===== src/rtl/layer_sequencer_pkg.sv =====
// Shared definitions for the layer sequencer: state encodings and default widths.
package layer_sequencer_pkg;

    // Width of the row counter unless overridden at the top level.
    localparam int unsigned RowWDefault = 9;

    // Width of the slide / channel-group loop counters.
    localparam int unsigned CntW = 5;

    // CHANNEL_SWITCH (2) and CLEAR (3) are decoded by the line-buffer exchanger,
    // so these encodings must not move.
    typedef enum logic [3:0] {
        StIdle          = 4'd0,
        StLoad          = 4'd1,
        StChannelSwitch = 4'd2,
        StClear         = 4'd3,
        StCompute       = 4'd4,
        StDone          = 4'd5
    } state_e;

endpackage


===== src/rtl/layer_sequencer_loop_nest_cnt.sv =====
// Three cascaded wrap counters (in -> out -> slide) advanced together by one strobe.
module layer_sequencer_loop_nest_cnt
    import layer_sequencer_pkg::*;
(
    input  logic            clk,
    input  logic            rst,
    input  logic            clear_i,
    input  logic            advance_i,
    input  logic [CntW-1:0] in_max_i,
    input  logic [CntW-1:0] out_max_i,
    input  logic [CntW-1:0] slide_max_i,
    output logic [CntW-1:0] in_cnt_o,
    output logic [CntW-1:0] out_cnt_o,
    output logic [CntW-1:0] slide_cnt_o,
    output logic            all_max_o
);

    logic [CntW-1:0] in_cnt_q, in_cnt_d;
    logic [CntW-1:0] out_cnt_q, out_cnt_d;
    logic [CntW-1:0] slide_cnt_q, slide_cnt_d;
    logic            in_wrap, out_wrap, slide_wrap;

    // Next-state of the nest: each level carries into the next only when it wraps.
    always_comb begin
        in_wrap     = (in_cnt_q == in_max_i);
        out_wrap    = (out_cnt_q == out_max_i);
        slide_wrap  = (slide_cnt_q == slide_max_i);
        in_cnt_d    = in_cnt_q;
        out_cnt_d   = out_cnt_q;
        slide_cnt_d = slide_cnt_q;
        if (clear_i) begin
            in_cnt_d    = '0;
            out_cnt_d   = '0;
            slide_cnt_d = '0;
        end else if (advance_i) begin
            in_cnt_d = in_wrap ? '0 : in_cnt_q + 1'b1;
            if (in_wrap) begin
                out_cnt_d = out_wrap ? '0 : out_cnt_q + 1'b1;
                if (out_wrap) begin
                    slide_cnt_d = slide_wrap ? '0 : slide_cnt_q + 1'b1;
                end
            end
        end
    end

    // Counter state with synchronous active-low reset.
    always_ff @(posedge clk) begin
        if (!rst) begin
            in_cnt_q    <= '0;
            out_cnt_q   <= '0;
            slide_cnt_q <= '0;
        end else begin
            in_cnt_q    <= in_cnt_d;
            out_cnt_q   <= out_cnt_d;
            slide_cnt_q <= slide_cnt_d;
        end
    end

    assign in_cnt_o    = in_cnt_q;
    assign out_cnt_o   = out_cnt_q;
    assign slide_cnt_o = slide_cnt_q;
    assign all_max_o   = in_wrap && out_wrap && slide_wrap;

endmodule


===== src/rtl/layer_sequencer.sv =====
// Per-layer control FSM: walks slide -> out-group -> in-group per row pass and
// drives the exchanger / PE array state bus with registered pulses.
module layer_sequencer
    import layer_sequencer_pkg::*;
#(
    parameter int unsigned ROW_W = RowWDefault
) (
    input  logic             clk,
    input  logic             rst,
    input  logic             layer_start,
    input  logic             load_done,
    input  logic             win_done,
    input  logic [CntW-1:0]  numswitchH_op,
    input  logic [CntW-1:0]  NInch_D_PInch_op,
    input  logic [CntW-1:0]  NOuch_D_POuch_op,
    input  logic [ROW_W-1:0] num_rows_op,
    input  logic             poolingen_op,
    input  logic             kernelsize_op,
    output logic [3:0]       current_state,
    output logic             inputbstart,
    output logic             win_req,
    output logic             Layer_Finish,
    output logic             busy,
    output logic [ROW_W-1:0] row_cnt
);

    state_e          state_q;
    logic [CntW-1:0] slide_max_q, in_max_q, out_max_q;
    logic [ROW_W-1:0] num_rows_q, row_cnt_q;
    logic            pool_q, ks_q;
    logic            inputbstart_q, win_req_q, finish_q, busy_q;

    logic            cnt_clear, cnt_advance, all_max;
    logic [CntW-1:0] in_cnt, out_cnt, slide_cnt;
    logic [1:0]      step;
    logic [ROW_W:0]  row_sum;

    // Row step and the widened row sum used by CLEAR; counter control strobes.
    always_comb begin
        step        = (pool_q || !ks_q) ? 2'd2 : 2'd1;
        row_sum     = {1'b0, row_cnt_q} + {{(ROW_W - 1){1'b0}}, step};
        cnt_clear   = (state_q == StIdle) && layer_start;
        cnt_advance = (state_q == StChannelSwitch);
    end

    layer_sequencer_loop_nest_cnt u_loop_nest_cnt (
        .clk         (clk),
        .rst         (rst),
        .clear_i     (cnt_clear),
        .advance_i   (cnt_advance),
        .in_max_i    (in_max_q),
        .out_max_i   (out_max_q),
        .slide_max_i (slide_max_q),
        .in_cnt_o    (in_cnt),
        .out_cnt_o   (out_cnt),
        .slide_cnt_o (slide_cnt),
        .all_max_o   (all_max)
    );

    // FSM with shadow registers and registered control pulses.
    always_ff @(posedge clk) begin
        if (!rst) begin
            state_q       <= StIdle;
            slide_max_q   <= '0;
            in_max_q      <= '0;
            out_max_q     <= '0;
            num_rows_q    <= '0;
            pool_q        <= 1'b0;
            ks_q          <= 1'b0;
            row_cnt_q     <= '0;
            inputbstart_q <= 1'b0;
            win_req_q     <= 1'b0;
            finish_q      <= 1'b0;
            busy_q        <= 1'b0;
        end else begin
            inputbstart_q <= 1'b0;
            win_req_q     <= 1'b0;
            finish_q      <= 1'b0;
            unique case (state_q)
                StIdle: begin
                    if (layer_start) begin
                        slide_max_q   <= numswitchH_op;
                        in_max_q      <= NInch_D_PInch_op;
                        out_max_q     <= NOuch_D_POuch_op;
                        num_rows_q    <= num_rows_op;
                        pool_q        <= poolingen_op;
                        ks_q          <= kernelsize_op;
                        row_cnt_q     <= '0;
                        state_q       <= StLoad;
                        inputbstart_q <= 1'b1;
                        busy_q        <= 1'b1;
                    end
                end
                StLoad: begin
                    if (load_done) begin
                        state_q   <= StCompute;
                        win_req_q <= 1'b1;
                    end
                end
                StCompute: begin
                    if (win_done) begin
                        state_q <= StChannelSwitch;
                    end
                end
                StChannelSwitch: begin
                    // all_max reflects the counters before this cycle's advance.
                    if (all_max) begin
                        state_q <= StClear;
                    end else begin
                        state_q   <= StCompute;
                        win_req_q <= 1'b1;
                    end
                end
                StClear: begin
                    if (row_sum >= {1'b0, num_rows_q}) begin
                        state_q  <= StDone;
                        finish_q <= 1'b1;
                    end else begin
                        row_cnt_q <= row_sum[ROW_W-1:0];
                        state_q   <= StCompute;
                        win_req_q <= 1'b1;
                    end
                end
                StDone: begin
                    state_q <= StIdle;
                    busy_q  <= 1'b0;
                end
                default: begin
                    state_q <= StIdle;
                    busy_q  <= 1'b0;
                end
            endcase
        end
    end

    assign current_state = state_q;
    assign inputbstart   = inputbstart_q;
    assign win_req       = win_req_q;
    assign Layer_Finish  = finish_q;
    assign busy          = busy_q;
    assign row_cnt       = row_cnt_q;

endmodule


===== config.mk =====
export PLATFORM = sky130hd
export DESIGN_NAME = layer_sequencer
export DESIGN_NICKNAME = d
export VERILOG_FILES = /design/src/rtl/layer_sequencer_pkg.sv /design/src/rtl/layer_sequencer_loop_nest_cnt.sv /design/src/rtl/layer_sequencer.sv
export SDC_FILE = /design/constraint.sdc
export NUM_CORES = 1
export LEC_CHECK = 0
export CELL_PAD_IN_SITES_DETAIL_PLACEMENT = 1
export CELL_PAD_IN_SITES_GLOBAL_PLACEMENT = 1
export CORE_AREA = 2 2 110 69
export DETAILED_ROUTE_END_ITERATION = 8
export DIE_AREA = 0 0 112 71
export PLACE_DENSITY_LB_ADDON = 0.1
export SYNTH_ARGS = -nofsm -noshare
export SYNTH_HDL_FRONTEND = slang
export SYNTH_SLANG_ARGS = --single-unit

===== constraint.sdc =====
create_clock -name clk -period 7.1 [get_ports clk]
set_clock_uncertainty 0.05 [all_clocks]
set_input_delay 1.065 -clock clk [delete_from_list [all_inputs] [get_ports clk]]
set_output_delay 1.065 -clock clk [all_outputs]
set_load 0.05 [all_outputs]

Word-level counts from Yosys, hierarchy flattened
Index checks and enable logic that the tools add are counted.
{"block": "op_classes", "n_lt_le_gt_ge": 1, "addsub": 4, "n_eq_ne": 11, "n_reduce_logical": 17, "n_bitwise": 2, "n_mux": 21}
{"cell": "one-hot mux 4 bit (5 select lines)", "n": 1}
{"cell": "two-way mux 9 bit", "n": 2}
{"cell": "one-hot mux 9 bit (2 select lines)", "n": 1}
{"cell": "adder 5 x 1 -> 5 bit (second input constant)", "n": 3}
{"cell": "equality test 5 bit", "n": 3}
{"cell": "two-way mux 5 bit", "n": 3}
{"cell": "two-way mux 4 bit", "n": 3}
{"cell": "adder 9 x 2 -> 10 bit", "n": 1}
{"cell": ">= comparator 10 x 9 -> 1 bit", "n": 1}
{"cell": "AND reduction 2 bit", "n": 5}
{"cell": "AND reduction 3 bit", "n": 3}
{"cell": "equality test 4 x 2 -> 1 bit (second input constant)", "n": 2}
{"cell": "!= test 2 bit (second input constant)", "n": 4}
{"cell": "two-way mux 1 bit", "n": 7}
{"cell": "equality test 4 x 1 -> 1 bit (second input constant)", "n": 1}
{"cell": "equality test 4 x 3 -> 1 bit (second input constant)", "n": 1}
{"cell": "logical NOT 4 bit", "n": 1}
{"cell": "OR reduction 4 bit", "n": 1}
{"cell": "logical AND 1 bit", "n": 3}
{"cell": "two-way mux 3 bit", "n": 1}
{"cell": "one-hot mux 1 bit (3 select lines)", "n": 1}
{"cell": "two-way mux 2 bit", "n": 1}
{"cell": "inverter 1 bit", "n": 2}
{"cell": "one-hot mux 1 bit (2 select lines)", "n": 1}
{"cell": "4 further kinds", "n": 4}
{"block": "totals", "reg_bits": 58, "word_cells": 71, "output_inout_bits": 17, "inputBits": 31}

Depth between registers and ports, before layout
{"block": "logic_depth", "word_depth": 7, "ltp_mapped": 15}

Cells and area by module
Synthesis repeated with hierarchy kept, for this count alone.
{"block": "unflattened", "hier_cells": 371, "hier_area_um2": 3064.2}
{"module": "layer_sequencer", "area_each_um2": 2169.6, "seq_area_each_um2": 840.8, "cells_per_inst": 268, "instances": 1}
{"module": "layer_sequencer_loop_nest_cnt", "area_each_um2": 894.6, "seq_area_each_um2": 300.3, "cells_per_inst": 103, "instances": 1}

Least setup slack after synthesis
No wires, ideal clock.
{"block": "synth_timing", "path_kind": "flip-flop to flip-flop", "startpoint": "register row_cnt_q[1] (netlist: row_cnt[1])", "endpoint": "register win_req_q (netlist: win_req)", "path_buffers": 0, "setup_time_ns": 0.103, "path_stages_with_launch": 13, "period_less_slack_ns": 3.240, "required_ns": 6.947, "arrival_time_ns": 3.087, "slack_ns": 3.860, "path_cell_list": "dfxtp_1 > ha_1 > a21o_1 > nand4_2 > nor2_1 > xor2_1 > ha_1 > a21o_1 > a21oi_4 > o211ai_4 > a41oi_4 > a31oi_2 > a2111oi_2"}
{"block": "synth_between", "elab_chain_len": 4}
{"element": "from (decl)", "line": "layer_sequencer.sv:29", "rtl": "logic [ROW_W-1:0] num_rows_q, row_cnt_q;"}
{"element": "from (signal assigned)", "line": "layer_sequencer.sv:119", "rtl": "row_cnt_q <= row_sum[ROW_W-1:0];"}
{"element": "adder 9 x 2 -> 10 bit", "line": "layer_sequencer.sv:41", "rtl": "row_sum = {1'b0, row_cnt_q} + {{(ROW_W - 1){1'b0}}, step};"}
{"element": ">= comparator 10 x 9 -> 1 bit", "line": "layer_sequencer.sv:115", "rtl": "if (row_sum >= {1'b0, num_rows_q}) begin"}
{"element": "two-way mux 1 bit", "line": "layer_sequencer.sv:115"}
{"element": "one-hot mux 1 bit (3 select lines)", "line": "layer_sequencer.sv:79", "rtl": "unique case (state_q)"}
{"element": "to (signal assigned)", "line": "layer_sequencer.sv:77", "rtl": "win_req_q <= 1'b0;"}
{"element": "to (signal assigned)", "line": "layer_sequencer.sv:111", "rtl": "win_req_q <= 1'b1;"}
{"element": "to (signal assigned)", "line": "layer_sequencer.sv:121", "rtl": "win_req_q <= 1'b1;"}
{"element": "to (decl)", "line": "layer_sequencer.sv:31", "rtl": "logic inputbstart_q, win_req_q, finish_q, busy_q;"}
Every way passes these cells.
A chain may end at the register's enable or synchronous reset.

Final worst setup path
{"block": "layout_timing", "startpoint": "register pool_q", "endpoint": "register win_req_q (netlist: win_req)"}
{"block": "layout_between", "elab_chain_len": 6}
{"element": "from (decl)", "line": "layer_sequencer.sv:30", "rtl": "logic pool_q, ks_q;"}
{"element": "from (signal assigned)", "line": "layer_sequencer.sv:86", "rtl": "pool_q <= poolingen_op;"}
{"element": "logical OR 1 bit", "line": "layer_sequencer.sv:40", "rtl": "step = (pool_q || !ks_q) ? 2'd2 : 2'd1;"}
{"element": "two-way mux 2 bit", "line": "layer_sequencer.sv:40"}
{"element": "adder 9 x 2 -> 10 bit", "line": "layer_sequencer.sv:41"}
{"element": ">= comparator 10 x 9 -> 1 bit", "line": "layer_sequencer.sv:115"}
{"element": "two-way mux 1 bit", "line": "layer_sequencer.sv:115"}
{"element": "one-hot mux 1 bit (3 select lines)", "line": "layer_sequencer.sv:79"}
Every way passes these cells.

==> flow_summary.toml <==
[logic_synthesis]
synth_cell_types = 49
synth_nets = 387
syn_avg_cell_area_sq_um = 8.546
syn_area_sq_um = 2914
synth_edf_count = 0
yosys.area.top_type_share_pct = 39.16
yosysWarnings = 0
synth-seq-area-share_pct = 39.16
synth.largest_area_cell = "dfxtp_1"
synthArstFlopShare_pct = 0
synth_flop_cell = "dfxtp_1"
synthesis.instances = 341
ys_seq_elements = 57
synthTopCellsByArea = "dfxtp_1, nand2_1, a21oi_1, ha_1, xor2_1"

[cells_and_area]
fin_util_pct = 52.53
nNetsFinal = 432
drive_gt1_share_pct = 6.923
most-common-layout-cells = "nand2_1, dfxtp_1, clkdlybuf4s50_1"
finish.instance_area_sq_um = 3691
multi_input_area_sq_um = 1650
final_common_cell = "nand2_1"
diodes = 0
register_area_sq_um = 1141
syn_to_final_growth_pct = 26.66
num-fill-cells = 853

[drt]
wl_per_cell_um = 16.38
first_pass_iters = 4
postRouteAntennaNets = 0
vias = 2519
remaining_drc_errors = 0
viasPerCell = 5.237
drtIter0Drc = 99
routed_wl_mm = 7.878

[timing]
hold_viol_final = 0
max_slew.worst_pin.slew_ns = 0.6384
rsz0062_at_grt = "no"
tns_ns = 0
layout_min_cycle_time_ns = 3.486
hold_slack_ns = 0.4050
final.period_utilization_pct = 49.10
slew_headroom_pct = 57.38
finalMaxSlewViolations = 0
setup-violations-final = 0
fmax_ghz = 0.2869

[hold_path]
hold_path_depth = 2
hold-path-endpoint = "num_rows_q[1]$_SDFFE_PN0P_"
min_path_type = "flop to flop"
worstHoldStart = "num_rows_q[1]$_SDFFE_PN0P_"

[place]
numPortBuffers = 46
place_hpwl_mm = 5.646
place.gp.congestion = 0.8094
placed_area_sq_um = 3433

[power_and_ir_drop]
leakagePower_nw = 1.439
clkPwrFrac_pct = 43.8
p_int_uw = 633.9
p_total_uw = 865.5
p_per_area_nw_per_um2 = 234.5
power_frac_seq_pct = 40.6
switching_share_pct = 26.76
combPwrFrac_pct = 15.5
switchingPower_uw = 231.6
peakVddDrop_mv = 0.1496

[worst_setup_path]
cp-start-kind = "flop"
rr_endpoint = "win_req$_SDFF_PN0_"
r2r_setup_slack_ns = 3.61
reg2regPathDepth = 13
crit_path_max_fanout = 10
crit_type = "flop to flop"
critPathArrivalTime_ns = 3.65
r2r_start = "pool_q$_SDFFE_PN0P_"
cp-end-kind = "flop"
cp_data_required_time_ns = 7.27

[clock_tree]
cts_made_buffers = 9
htreeDepth = 3
clk_latency_ns = 0.32
post-cts-setup-buffer-count = 0
clk_pin_slew_ns = 0.05
clock_path_buffers = 2
ctsResizeCount = 0
cts-root-buf = "clkbuf_16"
cts_tree = "built"
postCtsHoldBufs = 0
cts_sinks = 57

[die]
start_util_pct = 41.47
die-area_sq_um = 7952
die_h_um = 71
die_width_um = 112
pin_count = 48
coreArea_sq_um = 7027
num_rows = 24

[status]
status = "finished, final reports clean"

[global_route]
grt_start_max_net_pins = 33
grt_pass1_wl_mm = 13.55
antenna_found_initial = 0
gr-usage-all-layers_pct = 21.71
first_global_vias = 2707
overflow = 0

[run]
timing.max_cap.violations = 0
-- sequential cells by signal, summed over array words and instances (netlist names) --
| signal | count |
|---|---|
| row_cnt | 9 |
| out_max_q | 5 |
| pool_q | 1 |
| win_req | 1 |
| ks_q | 1 |
| inputbstart | 1 |
| current_state | 3 |
| slide_max_q | 5 |
| u_loop_nest_cnt.slide_cnt_o | 5 |
| num_rows_q | 9 |
| u_loop_nest_cnt.out_cnt_o | 5 |
| Layer_Finish | 1 |
| u_loop_nest_cnt.in_cnt_o | 5 |
| busy | 1 |
| in_max_q | 5 |
-- cell usage after synthesis, drive strengths merged (4+ instances only) --
master   n
a21oi   43
and3     7
buf     10
clkbuf   5
dfxtp   57
ha      14
inv     12
mux2i    4
nand2   65
nand3   22
nand4    6
nor2    24
nor2b    4
o21ai    5
xnor2   16
xor2    17
-- per-stage QoR --
step	cells	setup WS (ns)
finish	481	3.614
global route	481	3.332
global placement	466	3.817
CTS	481	3.594
detailed placement	466	3.650
floorplan	341	3.860
-- power by group through the flow --
| stage | logic, mW | clock network, mW | registers, mW |
|---|---|---|---|
| 5_1_grt | 0.148 | 0.401 | 0.354 |
| 6_report | 0.134 | 0.379 | 0.352 |
| 3_3_place_gp | 0.131 | 0 | 0.357 |
| 4_1_cts | 0.136 | 0.389 | 0.352 |
| 3_5_place_dp | 0.134 | 0 | 0.357 |
| 2_1_floorplan | 0.0819 | 0 | 0.361 |
-- cells by family after synthesis --
kind of cell    Yosys count  share of synthesized area [%]
fa+ha+maj                15                          6.698
other cells               1                         0.1287
simple gates            143                          24.39
mux                       4                          1.374
compound gates           61                          14.13
buf+inv                  27                          4.208
flops                    57                          39.16
xor+xnor                 33                          9.918
-- worst max-delay path, cell delays in order, from the launching register on --
cell       delay (ns)
dfxtp_1          0.31
nand2b_1         0.20
ha_1             0.30
a21o_1           0.15
nand4_2          0.24
nor2_1           0.21
xor2_1           0.21
ha_1             0.33
a21o_1           0.24
a21oi_4          0.19
o211ai_4         0.11
a41oi_4          0.38
a31oi_2          0.08
a2111oi_2        0.38
-- layer usage --
layer  GRT usage (%)  vias to the layer above  part of all wire [%]
li1                -                     1249                     -
met2           34.07                       45                    44
met5               0                        -                     0
met4           6.233                        0                  0.83
met1           29.47                     1219                    51
met3           6.255                        6                   4.2
-- cell type report --
type,instances,share of cell area [%]
clock buffer,15,6.983
inverter,12,1.220
multi-input combinational,257,44.71
sequential,57,30.92
tap,91,3.085
timing repair buffer,49,13.08
-- worst max path at each step --
stage	start	end	slack [ns]	cells after the start
floorplan	row_cnt[1]$_SDFFE_PN0P_	win_req$_SDFF_PN0_	3.86	12
global placement	pool_q$_SDFFE_PN0P_	win_req$_SDFF_PN0_	3.82	13
global route	pool_q$_SDFFE_PN0P_	win_req$_SDFF_PN0_	3.33	13
detailed placement	pool_q$_SDFFE_PN0P_	win_req$_SDFF_PN0_	3.65	13
finish	pool_q$_SDFFE_PN0P_	win_req$_SDFF_PN0_	3.61	13
CTS	pool_q$_SDFFE_PN0P_	win_req$_SDFF_PN0_	3.59	13
Power figures use the tool's default switching activity.
